==> config.mk <==
export PLATFORM = sky130hd
export DESIGN_NAME = led_matrix_scanner
export DESIGN_NICKNAME = d
export VERILOG_FILES = /design/src/rtl/led_matrix_scanner.sv
export SDC_FILE = /design/constraint.sdc
export NUM_CORES = 1
export LEC_CHECK = 0
export CAP_MARGIN = 5
export CORE_ASPECT_RATIO = 1.25
export CORE_UTILIZATION = 25
export DETAILED_ROUTE_END_ITERATION = 8
export PLACE_DENSITY = 0.47
export SLEW_MARGIN = 10
export SYNTH_ARGS = -nofsm -noshare
export SYNTH_HDL_FRONTEND = slang
export SYNTH_SLANG_ARGS = --single-unit
==> constraint.sdc <==
create_clock -name clka -period 2.78 [get_ports clka]
set_input_delay 0.834 -clock clka [delete_from_list [all_inputs] [get_ports clka]]
set_output_delay 0.834 -clock clka [all_outputs]
set_load 0.005 [all_outputs]
==> src/rtl/led_matrix_scanner.sv <==
// Double-buffered LED matrix row scanner.
// Frames enter a shadow buffer and swap in at frame boundaries.
module led_matrix_scanner #(
  parameter int ROWS           = 8,
  parameter int COLS           = 8,
  parameter int DWELL          = 2,
  parameter int BLANK          = 0,
  parameter int ROW_ACTIVE_LOW = 1,
  parameter int BR_W           = 2
) (
  input  logic                  clka,
  input  logic                  restart,
  input  logic [ROWS*COLS-1:0]  frame_in,
  input  logic                  frame_valid,
  output logic                  frame_ready,
  input  logic [BR_W-1:0]       brightness,
  output logic [ROWS-1:0]       row_cathode,
  output logic [COLS-1:0]       column_anode,
  output logic [(ROWS > 1 ? $clog2(ROWS) : 1)-1:0] row_index,
  output logic                  frame_done
);

  localparam int RW = (ROWS > 1) ? $clog2(ROWS) : 1;
  localparam int DW = (DWELL > 1) ? $clog2(DWELL) : 1;
  localparam int BW = (BLANK > 1) ? $clog2(BLANK) : 1;

  localparam logic [RW-1:0] R_LAST = RW'(ROWS - 1);
  localparam logic [DW-1:0] D_LAST = DW'(DWELL - 1);
  localparam logic [BW-1:0] B_LAST =
    BW'((BLANK > 0) ? BLANK - 1 : 0);

  localparam logic IDLE_BIT = (ROW_ACTIVE_LOW != 0);
  localparam logic [ROWS-1:0] ROW_IDLE = {ROWS{IDLE_BIT}};

  typedef enum logic [1:0] {
    S_START,
    S_DRIVE,
    S_BLANK
  } state_t;

  state_t          state, state_n;
  logic [RW-1:0]   row, row_n;
  logic [DW-1:0]   dwell, dwell_n;
  logic [BW-1:0]   bcnt, bcnt_n;

  logic [ROWS*COLS-1:0] active;
  logic [ROWS*COLS-1:0] shadow;
  logic                 pending;
  logic [BR_W-1:0]      br_lat;

  logic            xfer;
  logic            last_row;
  logic            row_end;
  logic [RW-1:0]   row_wrap;
  logic [ROWS-1:0] row_sel;
  logic            lit;

  assign xfer     = frame_valid && !pending;
  assign last_row = (row == R_LAST);
  assign row_end  = (dwell == D_LAST);
  assign row_wrap = last_row ? '0 : row + 1'b1;

  // Scan state register; reset parks in START.
  always_ff @(posedge clka) begin
    if (restart) begin
      state <= S_START;
      row   <= '0;
      dwell <= '0;
      bcnt  <= '0;
    end else begin
      state <= state_n;
      row   <= row_n;
      dwell <= dwell_n;
      bcnt  <= bcnt_n;
    end
  end

  // Next scan position: dwell, optional blank, next row.
  always_comb begin
    state_n = state;
    row_n   = row;
    dwell_n = dwell;
    bcnt_n  = bcnt;
    unique case (state)
      S_START: begin
        state_n = S_DRIVE;
        row_n   = '0;
        dwell_n = '0;
        bcnt_n  = '0;
      end
      S_DRIVE: begin
        if (row_end) begin
          dwell_n = '0;
          if (BLANK > 0) begin
            state_n = S_BLANK;
            bcnt_n  = '0;
          end else begin
            row_n = row_wrap;
          end
        end else begin
          dwell_n = dwell + 1'b1;
        end
      end
      S_BLANK: begin
        if (bcnt == B_LAST) begin
          bcnt_n  = '0;
          state_n = S_DRIVE;
          row_n   = row_wrap;
        end else begin
          bcnt_n = bcnt + 1'b1;
        end
      end
      default: begin
        state_n = S_START;
        row_n   = '0;
        dwell_n = '0;
        bcnt_n  = '0;
      end
    endcase
  end

  // Last cycle of the last row closes the frame.
  always_comb begin
    frame_done = 1'b0;
    if (last_row) begin
      if (BLANK == 0) begin
        frame_done = (state == S_DRIVE) && row_end;
      end else begin
        frame_done = (state == S_BLANK) &&
                     (bcnt == B_LAST);
      end
    end
  end

  // Shadow capture, frame-boundary swap, brightness latch.
  always_ff @(posedge clka) begin
    if (restart) begin
      active  <= '0;
      shadow  <= '0;
      pending <= 1'b0;
      br_lat  <= '0;
    end else begin
      if (state == S_START || frame_done) begin
        br_lat <= brightness;
      end
      if (frame_done && pending) begin
        active  <= shadow;
        pending <= 1'b0;
      end
      if (xfer) begin
        shadow  <= frame_in;
        pending <= 1'b1;
      end
    end
  end

  assign row_sel = ROWS'(1) << row;
  assign lit     = (BR_W'(dwell) < br_lat);

  // Output decode from registered scan position.
  always_comb begin
    row_cathode  = ROW_IDLE;
    column_anode = '0;
    if (state == S_DRIVE) begin
      row_cathode = ROW_IDLE ^ row_sel;
      if (lit) begin
        column_anode = active[row*COLS +: COLS];
      end
    end
  end

  assign row_index   = row;
  assign frame_ready = !pending;

endmodule

== After elaboration in Yosys (flattened, before gate mapping) ==
Cells that the tools add are included.

* Word-level logic and storage cells: 46
* Output and inout port bits: 21
* Register bits after elaboration: 138
* Bits of input ports: 69

* Bitwise gates (word level): 2
* Magnitude comparators: 1
* Equal/unequal tests: 5
* Muxes and demuxes: 16
* Reductions and logical operators: 9
* Shifts and indexed selects: 2
* $add $sub $neg: 3

{| class="wikitable"
|+ Operators with widths
! operator !! count
|-
| $shiftx 64x7->8 || 1
|-
| $mux 8 || 3
|-
| $mux 3 || 3
|-
| $not 8->8 || 1
|-
| $shl 1x3->8 const A || 1
|-
| $pmux 2 s3 || 1
|-
| $pmux 3 s2 || 1
|-
| $mux 1 || 5
|-
| $ne 2x2->1 const B || 2
|-
| $pmux 1 s2 || 2
|-
| $reduce_and 2->1 || 2
|-
| $add 3x1->3 const B || 1
|-
| $eq 3x3->1 const B || 1
|-
| $logic_and 1x1->1 || 3
|-
| $add 1x1->1 const B || 2
|-
| $eq 2x1->1 const B || 1
|-
| $eq 2x2->1 const B || 1
|-
| $logic_not 2->1 || 1
|-
| $lt 1x2->1 || 1
|-
| $mux 2 || 1
|-
| $reduce_bool 2->1 || 1
|-
| $logic_not 1->1 || 1
|-
| $logic_or 1x1->1 || 1
|-
| $not 1->1 || 1
|}

== Longest topological paths before layout ==
Gate-level depths: netlist of run 1.

* Depth in word-level cells: 6
* Mapped depth: 7
* Depth with buffers taken out: 5

== Least setup slack after synthesis of run 1 ==
No wires, ideal clock.

* Path type: flip-flop to output port
* Start point: register row[0] (netlist: row_index[0])
* End point: output column_anode[0]
* Arrival time: 1306 ps
* Stages on the path, launching flop included: 6
* Buffers on the path: 2
* Setup slack: 640 ps
* Required time: 1946 ps
* Cell sequence: dfxtp_1 > buf_6 > buf_12 > mux4_2 > inv_1 > o22ai_1

* Cells in the longest elaborated chain, start to end: 3

{| class="wikitable"
|+ RTL lines
! item !! line !! source
|-
| start, declared || 42 || <nowiki>logic [RW-1:0] row, row_n;</nowiki>
|-
| start signal, assigned || 72 || <nowiki>row <= row_n;</nowiki>
|-
| $shiftx 64x7->8 || 167 || <nowiki>column_anode = active[row*COLS +: COLS];</nowiki>
|-
| $mux 8 || 166 || <nowiki>if (lit) begin</nowiki>
|-
| $mux 8 || 164 || <nowiki>if (state == S_DRIVE) begin</nowiki>
|-
| end, declared || 18 || <nowiki>output logic [COLS-1:0] column_anode,</nowiki>
|}

Every way passes these cells.

== Worst setup path in the final report of run 1 ==
* Start point: register row[0] (netlist: row_index[0])
* End point: output column_anode[6]

The elaborated chain is that of the path after synthesis.

==> results of run 1 <==
-- tightest hold or removal path, cell delays in order (launching register included) --
cell and delay [ns]:
dfxtp_1 0.31, nand2_1 0.05, a21oi_1 0.05
-- metrics by stage --
step	std cells	setup WS, ns	hold WS (ns)	area [µm²]	power [µW]
floorplan	653	0.6404	0.4315	5375	2221
detailed placement	982	0.1655	0.4422	6526	2381
CTS	1015	0.005877	0.4519	7148	4545
finish	1016	0.08789	0.4517	7156	4482
global placement	982	0.1970	0.4387	6526	2378
global route	1016	0.005892	0.4687	7156	4662
-- Yosys cell counts (2+ instances only) --
library cell and number:
mux2i_1 3, nand2_1 262, clkbuf_1 14, buf_1 2, ha_1 6, nor2_1 7
inv_1 21, mux4_1 8, a21oi_1 128, mux4_2 8, nor2b_1 4, nand3_1 3
buf_2 23, buf_4 7, dfxtp_1 136, o22ai_1 8
-- power by group through the flow --
stage          registers (µW)  clock network (µW)  logic, µW
2_1_floorplan            2070                   0        149
3_3_place_gp             2080                   0        297
3_5_place_dp             2080                   0        299
4_1_cts                  2040                2200        303
5_1_grt                  2050                2280        332
6_report                 2040                2150        296
-- cell usage in the layout, fill, tap and decap left out, drive strengths merged, types with 6 or more instances in the layout --
master           n
a21oi          128
buf             18
clkbuf          23
clkdlybuf4s50   79
clkinvlp         6
dfxtp          136
ha               6
inv             27
mux4            16
nand2          262
nor2             7
o22ai            8
-- final cells by class --
| class | count | area, µm² |
|---|---|---|
| Fill cell | 2261 | 13810 |
| Timing Repair Buffer | 105 | 1089 |
| Clock buffer | 17 | 425.4 |
| Multi-Input combinational cell | 448 | 2351 |
| Sequential cell | 136 | 2728 |
| Inverter | 21 | 78.83 |
| Clock inverter | 15 | 141.4 |
| Tap cell | 274 | 342.8 |
-- cells by family (layout without fill, tap and decap cells) --
kind of cell | Yosys count | in the layout | share of synthesized area, %
muxes | 19 | 19 | 7.821
adders and majority gates | 6 | 6 | 1.397
buffers and inverters | 69 | 158 | 6.285
and+or+nand+nor | 282 | 282 | 20.39
DFF | 136 | 136 | 50.65
AOI/OAI and AO/OA | 141 | 141 | 13.45
-- state kept, by name (all words and copies together) (netlist names) --
register,cells
active,64
row_index,3
shadow,64
state,1
pending,1
dwell,1
br_lat,2
-- layer usage --
metal	part of all wire, %	GRT usage, %	vias to the layer above
met3	4.3	3.144	10
met2	48	21.97	86
met1	47	18.16	2051
met5	0	0	-
li1	-	-	2302
met4	0.90	3.854	0
-- worst max path at each step --
stage / startpoint / to / slack, ns / depth (start not counted)
after global routing: row_index[1] / row_cathode[5] / 0.006 / 5
after CTS: row_index[0] / column_anode[2] / 0.006 / 5
final: row_index[0] / column_anode[6] / 0.09 / 5
after detailed placement: row_index[0] / column_anode[2] / 0.17 / 5
after floorplan: row_index[0] / column_anode[0] / 0.64 / 5
after global placement: row_index[0] / column_anode[2] / 0.20 / 5
-- repair_timing --
action | 4_1_cts | 5_1_grt
gates resized for setup | 26 | 11
gates cloned | 1 | 1
setup endpoints to repair | 10 | 12
==> impl.org, run 1 <==
** Outcome
- Run status :: finished clean

** Cells and area
- At the end of the flow, the number of nets in the layout was roughly 800.
- Synthesis-to-layout area growth :: 33.12%
- Final core area utilization :: 34.13%
- In the final layout, the share of cells above drive strength 1 is 9.704%.
- Number of inserted diodes :: 0

** Power
- Portion of total power attributed to combinational logic :: 6.6%
- Cell internal power was estimated by the tool at 3407 µW.
- In this run the static leakage power is between 0.002 and 0.003 µW.
- Net switching fraction of the power :: 23.97%
- Sequential cells account for 45.5% of the total power.
- VDD sags by at most 0.2969 mV.
- Switching pwr :: 1074 µW
- Power per Cell Area :: 626.4 mW/mm²
- In this run, the clock network consumes 47.9% of the power.

** Global routing
- The via count of the first global-routing pass came to 4,446.
- Antenna violations before repair :: 0
- Across every metal layer, demand over resource in global routing totals 13.64%.
- Entering global routing, the biggest net connects between 60 and 70 pins.
- First-pass GRT wire length :: 23.74 mm
- Final global-route overflow total :: 0

** Route
- The routed layout has around 4,400 vias.
- Drt pass-1 iters :: 5
- Starting DRC count in detailed routing :: 286
- Detailed-route vias per instance :: 4.379
- For this run, design rule violations remaining after detail routing come to 0.
- Dividing the detail-routed wire length by the instance count gives 14.23 µm.
- Wirelength, routed :: 14.46 mm
- Post-route antenna net violation count :: 0

** Worst hold path
- Hold Path Sink :: active[4]
- Number of cells on the worst hold path :: 2
- The tightest min-delay check is of the reg -> reg type.
- In this run the most critical hold path is launched from shadow[4].

** Flow run
- Max-cap violations in this run came to 0.

** Clock network
- Clock latency on the worst-skew pair :: 0.41 ns
- The tree built by TritonCTS fans out to approximately 140 sinks.
- Counting the buffers created by CTS gives 17.
- Cell at the root of the clock tree :: clkbuf_16
- Worst-case clock buffer depth :: 2
- The number of hold buffers added after CTS was 0.
- After clock tree synthesis, the clock-pin slew on the worst setup and hold paths is 0.06 ns.
- TritonCTS built the clock tree.
- Number of buffers inserted to repair setup after CTS :: 0
- CTS built an H-tree with a depth of 4.

** Synth
- The cell area that synthesis handed to floorplanning was 0.005375 mm².
- Among all flip-flop cells after synthesis, the most frequent one is dfxtp_1.
- Post-synthesis async set-or-reset flop share :: 0%
- Seq/Total Area, Yosys :: 50.65%
- Net count of the mapped netlist :: roughly 730
- Biggest area consumer among synthesized cells :: dfxtp_1
- Each instance of the synthesized netlist takes up on average 8.231 µm².
- Yosys attributes the largest share of cell area to dfxtp_1 51%, nand2_1 18%, a21oi_1 12%, mux4_1 3.9%, mux4_2 3.4%.
- In this run, synthesis inferred 0 flip-flops with an integrated enable.
- Count of mapped cells out of synthesis :: approximately 650
- Proportion of netlist area held by the largest area contributor :: about 50%
- Number of synthesized register bits :: between 100 and 150
- The synthesized netlist contains 29 unique library cells.
- Yosys warns :: 0

** Setup path
- Worst Path Max Fanout :: 6
- Path depth of the worst reg2reg path :: 8
- Startpoint types :: flop
- R2R Setup Slk :: 0.89 ns
- On the worst path, the slowest cell contributes a delay of 0.48 ns.
- Cell at the slowest stage of the critical path :: mux4_2
- The worst setup path is of the reg -> out kind.
- Kind of capture point of the worst setup path :: output pin
- The signal on the critical path passes through buf_12 -> mux4_2 -> inv_1 -> o22ai_1 -> clkdlybuf4s15_1.
- Required time worst endpoint :: 1.95 ns
- The number of buffers and inverters on the critical path is 3.
- Cell family with most CP delay :: multiplexers
- The worst register-to-register path ends at active[45].
- For the worst setup path, the data arrival time is 1.86 ns.
- Worst flop-to-flop path startpoint :: row_index[0]

** Placement
- The wire-length estimate of the detail-placed layout is 10.14 mm.
- Weighted congestion reported at the end of routability-driven placement :: between 0.8 and 0.9
- Number of port buffers :: 89

** Timing
- The worst path uses between 90% and 100% of the clock period.
- For this run, the top clock speed supported by timing is between 300 and 400 MHz.
- Subtracting the final worst setup slack from the clock period gives 2.692 ns.
- For the final database, setup skew stands at 0.009715 ns.
- Slew @ Worst Pin :: just under 0.6 ns
- The count of final max-slew check failures came to 0.
- Setup TNS :: 0 ns
- The final hold violation count is 0.
- Setup-failing EPs final :: 0
- The worst pin sits at a relative slew slack of 61.01%.
- Setup repair after global routing left no endpoint under its margin.

** Floorplanning
- For this design the top-level I/O count stands at 90.
- Width of the die :: 133.2 µm
- Number of cell rows :: 59
- The die covers 0.02209 mm².
- Effective utilization at floorplan :: 25.64%
- Core outline area :: 0.02097 mm²
- In this run the vertical extent of the chip is 165.9 µm.
No activity file was read; power rests on OpenSTA's default activity.
==> run 2, diff against run 1 <==
--- a/config.mk
+++ b/config.mk
@@ -5,8 +5,10 @@
 export SDC_FILE = /design/constraint.sdc
 export NUM_CORES = 1
 export LEC_CHECK = 0
+export ABC_AREA = 0
 export CAP_MARGIN = 5
 export CORE_ASPECT_RATIO = 1.25
+export CORE_MARGIN = 2
 export CORE_UTILIZATION = 25
 export DETAILED_ROUTE_END_ITERATION = 8
 export PLACE_DENSITY = 0.47
==> run 2 against run 1 <==
Net effect: cell count grew 0.49%; clock-buffer cell count is 3 higher; register-to-register slack barely moved; critical endpoint unchanged; critical path depth did not move; design area hardly changed; flip-flop and latch count unchanged; highest routed layer unchanged.
==> impl.org, run 2 (synthesis gave the netlist of run 1 again) <==
** Setup path
- Critical path cell sequence :: buf_16 -> mux4_2 -> inv_1 -> o22ai_1 -> dlygate4sd2_1 (was buf_12 -> mux4_2 -> inv_1 -> o22ai_1 -> clkdlybuf4s15_1)
- The data required time of the worst path came to 1.95 ns (about the same).
- Largest stage delay on the critical path :: 0.51 ns (was 0.48 ns)
- Startpoint types :: flop (unchanged)
- The classification of the worst setup path is reg -> out (unchanged).
- The buffer and inverter count on the worst path came to 3 (unchanged).
- The cell with the biggest individual delay on the critical path was mux4_2 (unchanged).
- Cell family with most CP delay :: buffers and inverters (was multiplexers)
- The arrival time reported for the critical path endpoint was 1.88 ns (was 1.86 ns).
- The type of element capturing the critical path was an output pin (unchanged).
- The critical-path maximum fanout came to 11 (was 6).

** Placement
- The final estimated routing congestion in global placement is 0.7767 (was 0.8054).
- Detail Placement HPWL :: 10.37 mm (was 10.14 mm)
- The count of input and output buffers is 89 (unchanged).
- Count of placed standard cells including taps :: 988 (was 982)

** Route
- The detail-routed via count per cell came to 4.359 (was 4.379).
- The vias after detailed routing is 4,451 (was 4,449).
- Mean routed wirelength per cell :: 14.40 µm (was 14.23 µm)
- The first-pass detailed-route iteration total was 6 (was 5).
- The number of violations reported at the end of detailed-routing iteration 0 came to 263 (was 286).
- Number of design rule violations left after detail routing :: 0 (unchanged)
- Wirelength, routed :: 14.71 mm (was 14.46 mm)
- Post-route antenna net violation count :: 0 (unchanged)

** Cells and area
- Synthesis-to-layout area growth :: 33.03% (was 33.12%)
- The post-layout utilization of the core came to 33.54% (was 34.13%).
- The post-layout instance count excluding filler cells came to 1,021 (was 1,016).
- Share of layout cells above drive strength 1 :: 9.569% (was 9.704%)
- The most common cell after layout, fill and taps aside is nand2_1 (unchanged).
- Top library cells by usage in the layout, fill and taps aside :: 262 x nand2_1, 135 x dfxtp_1, 128 x a21oi_1, 79 x clkdlybuf4s50_1, 21 x inv_1 (was 262 x nand2_1, 134 x dfxtp_1, 128 x a21oi_1, 79 x clkdlybuf4s50_1, 21 x inv_1)
- Net count of the finished layout :: 805 (was 804)
- Number of inserted diodes :: 0 (unchanged)

** Timing
- Hold Violations, Final :: 0 (unchanged)
- The final critical delay including setup and external delays was 2.716 ns (was 2.692 ns).
- Number of pins with negative max-slew slack in the final report :: 0 (unchanged)
- Share of the clock period used by the worst path :: 97.71% (was 96.84%)
- Setup-failing EPs final :: 0 (unchanged)
- Setup repair after global routing missed its margin :: no (unchanged)
- Worst slew margin relative to its limit :: 61.88% (was 61.01%)
- The slew at the pin closest to its max-slew limit is 0.5718 ns (was 0.5823 ns).
- Setup TNS :: 0 ns (unchanged)
- The maximum operating frequency came to 368.1 MHz (was 371.5 MHz).
- The clock skew was 0.008844 ns (was 0.009715 ns).

** Worst hold path
- The class of the most critical hold timing path is reg -> reg (unchanged).

** Clock network
- The TritonCTS clock tree is yes (unchanged).
- TritonCTS buffer count :: 17 (unchanged)
- Cell at the root of the clock tree :: clkbuf_16 (unchanged)
- The count of clock tree sinks came to 136 (unchanged).
- The maximum count of clock buffers along a single path is 2 (unchanged).
- The clock-pin transition on the worst setup and hold timing paths was 0.06 ns (about the same).
- Htree depth :: 4 (unchanged)
- The clock insertion delay at the later pin of the skew report came to 0.42 ns (was 0.41 ns).

** Power
- The power density relative to cell area is 625.7 mW/mm² (was 626.4 mW/mm²).
- Static leakage :: 0.002502 µW (was 0.002505 µW)
- The overall power is 4474 µW (was 4482 µW).
- Worst-case vdd ir drop :: 0.3328 mV (was 0.2969 mV)

** Floorplanning
- Width of the die :: 135.2 µm (was 133.2 µm)
- Die Area :: 0.02270 mm² (was 0.02209 mm²)
- Number of cell rows :: 60 (was 59)
- Core outline area :: 0.02132 mm² (was 0.02097 mm²)
- Number of top-level pins :: 90 (unchanged)
- The floorplan die height is 167.9 µm (was 165.9 µm).
- The effective utilization at floorplan came to 25.21% (was 25.64%).

** Global routing
- The number of antenna violations at the first check in global routing came to 0 (unchanged).
- The first-pass GRT wire length was 23.28 mm (was 23.74 mm).
- Final global-route overflow total :: 0 (unchanged)
- The via count of the first global-routing pass is 4,348 (was 4,446).
- Pin count of the biggest net entering global routing :: 66 (unchanged)
- GRT Util Overall :: 13.22% (was 13.64%)

** Outcome
- Run status: finished clean (unchanged).

** Flow run
- MaxCap Viol Count :: 0 (unchanged)
==> run 2: cell type report <==
type                    instances  area [µm²]
multi-input cells             448        2351
flip-flops and latches        136        2726
clock inverters                11       100.1
well taps                     279       349.1
clock buffers                  20       466.7
fillers                      2293       14170
repair buffers                106        1079
inverters                      21       78.83
==> run 2: path summary, 6_finish.rpt <==
check | start | endpoint | slack (ns) | cells past startpoint
max | row_index[0] | column_anode[6] | 0.06 | 5
min | active[35] | active[35] | 0.45 | 2
max reg2reg | row_index[0] | active[44] | 0.90 | 8
min reg2reg | active[35] | active[35] | 0.45 | 2
==> run 2: timing repair <==
item / 4_1_cts / 5_1_grt
setup buffers: 1 / 0
hold buffers: 0 / 0
cloned: 1 / 0
resized for setup: 22 / 9
endpoints found under the setup margin: 10 / 9
pin swaps: 1 / 0
==> run 2: per-stage QoR <==
stage	hold slack [ns]	worst slack (ns)	cell area, µm²
after floorplan	0.4315	0.6404	5375
after global placement	0.4402	0.1961	6540
after detailed placement	0.4419	0.1598	6540
after CTS	0.4529	0.004010	7169
after global routing	0.4709	0.001027	7151
final	0.4501	0.06366	7151
==> run 2: layer usage <==
layer,global-route usage (%),part of all wire (%),vias to the layer above
met5,0,0,-
met4,5.571,1.8,0
met3,3.613,4.7,16
met2,20.97,46,78
met1,16.90,48,2055
li1,-,-,2302
==> run 2: power breakdown <==
part           internal (µW)  leakage, µW  total [µW]  switching [µW]
Combinational            155      0.00113         296             141
Sequential              2010      0.00111        2040            33.8
Clock                   1290     0.000266        2140             846
Total                   3450      0.00250        4470            1020
==> run 2: worst reg2reg max path: stages (launching register included) <==
cell     delay [ns]
dfxtp_4        0.38
buf_16         0.15
ha_4           0.15
ha_4           0.15
buf_4          0.12
and4_2         0.25
buf_12         0.24
nand2_1        0.23
a21oi_1        0.14
